### src/rtl/serial_word_tx.sv
// serial_word_tx: parallel-to-serial word transmitter, LSB first, one bit per
// clock, with a word-timing pulse (ser_xtb) on beat 0 of every word.
// A hold register allows the next word to be queued while the current one
// shifts, so words can run back-to-back with no idle beat.
// Optional build macro SERIAL_TX_GAP_EN inserts GAP_BEATS idle beats
// between words (GAP state and gap counter exist only when it is defined).
module serial_word_tx #(
    parameter int WORD_BITS = 32,
    parameter int GAP_BEATS = 2
) (
    input  logic                 clk,
    input  logic                 rst_n,
    input  logic                 load_valid,
    output logic                 load_ready,
    input  logic [WORD_BITS-1:0] load_data,
    output logic                 ser_data,
    output logic                 ser_xtb,
    output logic                 ser_active,
    output logic                 word_done
);
    localparam int BW = $clog2(WORD_BITS);
    localparam logic [BW-1:0] LAST_BEAT = BW'(WORD_BITS - 1);

`ifdef SERIAL_TX_GAP_EN
    typedef enum logic [1:0] {S_IDLE, S_SHIFT, S_GAP} state_t;
    localparam logic [3:0] GAP_LAST = 4'(GAP_BEATS - 1);
    logic [3:0]           gap_cnt;
`else
    typedef enum logic [1:0] {S_IDLE, S_SHIFT} state_t;
`endif

    state_t               state;
    logic [WORD_BITS-1:0] shreg;
    logic [WORD_BITS-1:0] hold;
    logic                 hold_full;
    logic [BW-1:0]        beat;
    logic                 accept;

    // A word can only be taken when the hold slot is free; in IDLE it always is.
    assign load_ready = ~hold_full;
    assign accept     = load_valid & load_ready;

    // Outputs are pure decodes of registered state (no path from inputs).
    assign ser_active = (state == S_SHIFT);
    assign ser_data   = ser_active & shreg[0];
    assign ser_xtb    = ser_active & (beat == '0);
    assign word_done  = ser_active & (beat == LAST_BEAT);

    // Transmit FSM: shift register, hold slot, beat/gap counters.
    always_ff @(posedge clk or negedge rst_n) begin
        if (!rst_n) begin
            state     <= S_IDLE;
            shreg     <= '0;
            hold      <= '0;
            hold_full <= 1'b0;
            beat      <= '0;
`ifdef SERIAL_TX_GAP_EN
            gap_cnt   <= '0;
`endif
        end else begin
            case (state)
                S_IDLE: begin
                    // Idle words bypass the hold slot and start immediately.
                    if (accept) begin
                        shreg <= load_data;
                        beat  <= '0;
                        state <= S_SHIFT;
                    end
                end

                S_SHIFT: begin
                    if (beat == LAST_BEAT) begin
`ifdef SERIAL_TX_GAP_EN
                        // Every word is followed by the idle gap; a word
                        // offered now waits in hold until the gap ends.
                        state   <= S_GAP;
                        gap_cnt <= '0;
                        if (accept) begin
                            hold      <= load_data;
                            hold_full <= 1'b1;
                        end
`else
                        if (hold_full) begin
                            shreg     <= hold;
                            hold_full <= 1'b0;
                            beat      <= '0;
                        end else if (accept) begin
                            // Same-edge handoff: no bubble between words.
                            shreg <= load_data;
                            beat  <= '0;
                        end else begin
                            shreg <= '0;
                            beat  <= '0;
                            state <= S_IDLE;
                        end
`endif
                    end else begin
                        shreg <= shreg >> 1;
                        beat  <= beat + 1'b1;
                        if (accept) begin
                            hold      <= load_data;
                            hold_full <= 1'b1;
                        end
                    end
                end

`ifdef SERIAL_TX_GAP_EN
                S_GAP: begin
                    if (gap_cnt == GAP_LAST) begin
                        beat <= '0;
                        if (hold_full) begin
                            shreg     <= hold;
                            hold_full <= 1'b0;
                            state     <= S_SHIFT;
                        end else if (accept) begin
                            shreg <= load_data;
                            state <= S_SHIFT;
                        end else begin
                            shreg <= '0;
                            state <= S_IDLE;
                        end
                    end else begin
                        gap_cnt <= gap_cnt + 1'b1;
                        if (accept) begin
                            hold      <= load_data;
                            hold_full <= 1'b1;
                        end
                    end
                end
`endif

                default: state <= S_IDLE;
            endcase
        end
    end

endmodule

### config.mk
export PLATFORM = sky130hd
export DESIGN_NAME = serial_word_tx
export DESIGN_NICKNAME = d
export VERILOG_FILES = /design/src/rtl/serial_word_tx.sv
export SDC_FILE = /design/constraint.sdc
export NUM_CORES = 1
export LEC_CHECK = 0
export ABC_AREA = 1
export BUFFER_PORTS_ARGS = -buffer_cell sky130_fd_sc_hd__buf_2
export CORE_MARGIN = 4
export CORE_UTILIZATION = 40
export DETAILED_ROUTE_END_ITERATION = 7
export PLACE_DENSITY = 0.64
export SYNTH_ARGS = -nofsm -noshare
export SYNTH_HDL_FRONTEND = slang
export SYNTH_SLANG_ARGS = --single-unit
### constraint.sdc
create_clock -name clk -period 2.2 [get_ports clk]
set_clock_uncertainty 0.1 [all_clocks]
set_input_delay 0.11 -clock clk [delete_from_list [all_inputs] [get_ports clk]]
set_output_delay 0.11 -clock clk [all_outputs]
set_load 0.05 [all_outputs]
# After elaboration in Yosys (flattened, before gate mapping)
# Index checks and enable logic that the tools add are counted.
op_classes:
  addsub: 1
  n_eq_ne: 6
  mux: 15
  bitwise: 6
  reduce_logical: 8
ops:
  columns: ["operator", "count"]
  rows:
  - ["$mux W32", 4]
  - ["$pmux W32 S2", 1]
  - ["$mux W5", 2]
  - ["$pmux W5 S2", 1]
  - ["$mux W2", 4]
  - ["$ne A2 B2 Y1 const B", 3]
  - ["$add A5 B1 Y5 const B", 1]
  - ["$eq A5 B5 Y1 const B", 1]
  - ["$logic_not A5 Y1", 1]
  - ["$and A1 B1 Y1", 4]
  - ["$pmux W2 S2", 1]
  - ["$reduce_and A2 Y1", 2]
  - ["$reduce_and A4 Y1", 1]
  - ["$reduce_bool A2 Y1", 2]
  - ["$reduce_and A3 Y1", 1]
  - ["$eq A2 B1 Y1 const B", 1]
  - ["$logic_not A2 Y1", 1]
  - ["$mux W1", 2]
  - ["$ne A2 B1 Y1 const B", 1]
  - ["$not A1 Y1", 2]
totals:
  reg_bits: 72
  in_bits: 35
  output_inout_bits: 5
  wordCells: 41

# Longest topological paths before layout
depth:
  depth_word: 6
  mapped_depth: 9

# Worst setup path before layout
# No wires, ideal clock.
synth_path:
  path_type: "reg-to-output"
  start: "reg state[0]"
  end: "out ser_xtb"
  arrival_time_ns: 2.188
  t_required_ns: 1.990
  setup_slack_ns: -0.198
  path_stages_with_launch: 5
  n_path_buf: 2
  cell_sequence: "dfrtp_1 buf_4 buf_4 nand3_1 nor3_1"
synth_via:
  elab_chain_cells: 2
synth_lines:
  columns: ["element", "line_no", "source"]
  rows:
  - ["start, declared", "32", "state_t state;"]
  - ["start signal, assigned", "52", "state <= S_IDLE;"]
  - ["start signal, assigned", "67", "state <= S_SHIFT;"]
  - ["start signal, assigned", "94", "state <= S_IDLE;"]
  - ["$eq A2 B1 Y1", "44", "assign ser_active = (state == S_SHIFT);"]
  - ["$and A1 B1 Y1", "46", "assign ser_xtb = ser_active & (beat == '0);"]
  - ["end, declared", "17", "output logic ser_xtb,"]
# Every way passes these cells.

# Final worst setup path
layout_path:
  start: "reg beat[1]"
  end: "out word_done"
layout_via:
  elab_chain_cells: 2
layout_lines:
  columns: ["element", "line_no", "source"]
  rows:
  - ["start, declared", "36", "logic [BW-1:0] beat;"]
  - ["start signal, assigned", "99", "beat <= beat + 1'b1;"]
  - ["$eq A5 B5 Y1", "47", "assign word_done = ser_active & (beat == LAST_BEAT);"]
  - ["$and A1 B1 Y1", "47", null]
  - ["end, declared", "19", "output logic word_done"]
# Every way passes these cells.

==> impl_metrics.yaml <==
run_status:
  outcome: "finished clean"
critical_path:
  cp_max_fo: 4
  cp.required_ns: 1.99
  path_delay_family: "adder cells"
  worst-r2r-cell-count: 8
  reg2reg_from: "beat[0]$_DFFE_PN0P_"
  reg2reg_setup_slack_ns: 0.30
  start_kind: "flip-flop"
  cp.depth: 7
  crit_buf_inv: 2
  slowest_stage: "dfrtp_1"
  r2r-end: "beat[2]$_DFFE_PN0P_"
  criticalPathCategory: "reg -> out"
  cp.arrival_ns: 1.77
  crit_chain: "ha_1, nand2_1, nor2_1, ha_1, nand2_1, inv_1, clkbuf_4"
  end_kind: "output pin"
  worst_path_largest_cell_delay_ns: 0.39
placed_design:
  port_buffers: 39
  gp_congestion: 0.749
  dp_hpwl_um: 5520
  dpl-instance-area_um2: 3870
  dpl.cell_count: 586
clock_network:
  cts_buffers: 9
  cts_tree: "done"
  clock_path_buffers: 2
  path_clk_slew_ns: 0.07
  h-tree-depth: 3
  cts_root_buf: "clkbuf_8"
  cts.sinks: 71
  clk-insertion-delay-late_ns: 0.35
synth:
  synth_area_um2: 3650
  seq_area_frac_synth: 0.487
  synth_fp_nets: 502
  yosys.area.top_type: "dfrtp_1"
  synthCells: 463
  yosys_warnings: 0
  synthTopCellsByArea: "dfrtp_1 49%, nand3_1 21%, nand2_1 17%"
  async_flop_share: 1.00
  synth_common_cells: "162 x nand2_1, 154 x nand3_1, 71 x dfrtp_1"
  ys_ff_latch: 71
  ys_types: 22
  synth_edf_count: 0
  yosysMostFrequentCell: "nand2_1"
  syn_avg_cell_area_um2: 7.89
  synth_top_area_share: 0.487
  synthFlopType: "dfrtp_1"
routing:
  vias: 3320
  drc_errors: 0
  firstDrtPassIters: 5
  drt_first_iter_violations: 197
  vias_per_cell: 5.23
  finalWirelength_um: 9160
  wl_per_cell_um: 14.4
  drt.antenna.violating_nets: 0
floorplan:
  core-area_um2: 8810
  start_util: 0.415
  fp.dieW_um: 104
  rows: 34
  die_h_um: 104
  die_area_um2: 10700
  ioPinCount: 40
cells_and_area:
  diodes: 0
  fill_cells: 845
  multiInputGateArea_um2: 1590
  drive_gt1_frac: 0.148
  nNetsFinal: 561
  area_delta_synth_final_pct: 20.8
  fin_area_um2: 4410
  fin_cells: 635
  regArea_um2: 1780
power_and_ir_drop:
  ir_drop_mv: 0.488
  powerDensity_nw_per_um2: 1130
  leakage_nw: 2.30
  total_power_mw: 4.97
timing:
  rsz0062_at_grt: "false"
  hold_viol: 0
  drv_slew: 0
  max_slew.worst_pin.slew_ns: 0.690
  tns_ns: 0
  slew_headroom: 0.540
  finalCritPeriodShare: 0.901
  period_minus_slack_ns: 1.98
  setup_viol: 0
  fmax_mhz: 505
worst_hold_path:
  worst_hold_path.num_cells: 3
  holdPathEnd: "hold[17]$_DFFE_PN0P_"
  hold_start: "load_valid"
  hp-class: "in -> reg"
global_route:
  grt_overflow_total: 0
  grt_pass1_wl_um: 16100
  grt_antenna_before_repair: 0
  globalRouteTotalUtil: 0.182
  grt_max_degree: 37
  grt_pass1_vias: 3280
job:
  maxCapViolations: 0
==> worst min-delay path, cell delays in order <==
cell	delay, ns
buf_2	0.21
nand3_1	0.14
o21ai_0	0.07
==> report_power, final <==
group / internal (mW) / switching, mW
Combinational: 0.671 / 1.06
Sequential: 1.82 / 0.309
Clock: 0.614 / 0.492
Total: 3.11 / 1.86
==> state kept, by name, summed over array words and instances (netlist names) <==
signal / count
hold_full: 1
beat: 5
hold: 32
shreg: 32
state: 1
==> through the flow <==
stage / setup WS, ns / util / hold slack (ns)
after floorplan: 0.222 / - / -0.286
after global placement: 0.315 / 0.439 / 0.0863
after detailed placement: 0.291 / 0.439 / 0.102
after CTS: 0.162 / 0.500 / 0.122
after global routing: 0.00110 / 0.501 / 0.146
final: 0.218 / 0.501 / 0.136
==> cells by family after synthesis <==
logic type                 share of synthesized area
adders and majority gates                     0.0137
AOI/OAI and AO/OA                             0.0240
DFF                                            0.487
buffers and inverters                         0.0795
and+or+nand+nor                                0.396
==> cells in the final DEF (no fill, tap or decap) <==
master and instances:
o21ai_1 9, nand2_2 1, inv_1 6, dlygate4sd3_1 33, ha_1 4, nand4_1 1
o21ai_0 6, nand2_1 162, inv_6 1, buf_12 2, nor2_8 1, inv_2 3
dfrtp_1 71, buf_4 11, nor3_2 1, clkbuf_1 1, nor2_4 1, clkbuf_8 12
inv_4 1, o211ai_2 1, clkinv_2 2, nand2_4 1, clkbuf_4 1, nor2_1 2
bufinv_16 1, nand3_1 154, buf_2 38
==> worst max-delay path by stage <==
| stage | startpoint | to |
|---|---|---|
| after floorplan | state[0]$_DFFE_PN0P_ | ser_xtb |
| after detailed placement | beat[0]$_DFFE_PN0P_ | beat[2]$_DFFE_PN0P_ |
| after CTS | beat[1]$_DFFE_PN0P_ | word_done |
| after global routing | beat[0]$_DFFE_PN0P_ | word_done |
| after global placement | beat[0]$_DFFE_PN0P_ | hold[19]$_DFFE_PN0P_ |
| final | beat[1]$_DFFE_PN0P_ | word_done |
==> metal layers <==
layer | GRT usage | wire length [µm] | up-vias
met5 | 0 | 0 | -
met4 | 0.0627 | 114 | 0
met3 | 0.0479 | 556 | 9
met2 | 0.290 | 4210 | 99
met1 | 0.242 | 4280 | 1563
li1 | - | - | 1649
==> layout make-up <==
class	instances	share of cell area
clock inverters	3	0.00908
well taps	108	0.0306
repair buffers	85	0.148
inverters	11	0.0111
multi-input cells	344	0.360
flip-flops and latches	71	0.403
clock buffers	13	0.0383
==> repair_timing <==
item,CTS,global route
setup buffers,0,0
resized for setup,0,1
setup endpoints to repair,0,1
hold endpoints to repair,66,0
hold buffers,33,0
(Power assumes the default switching activity.)
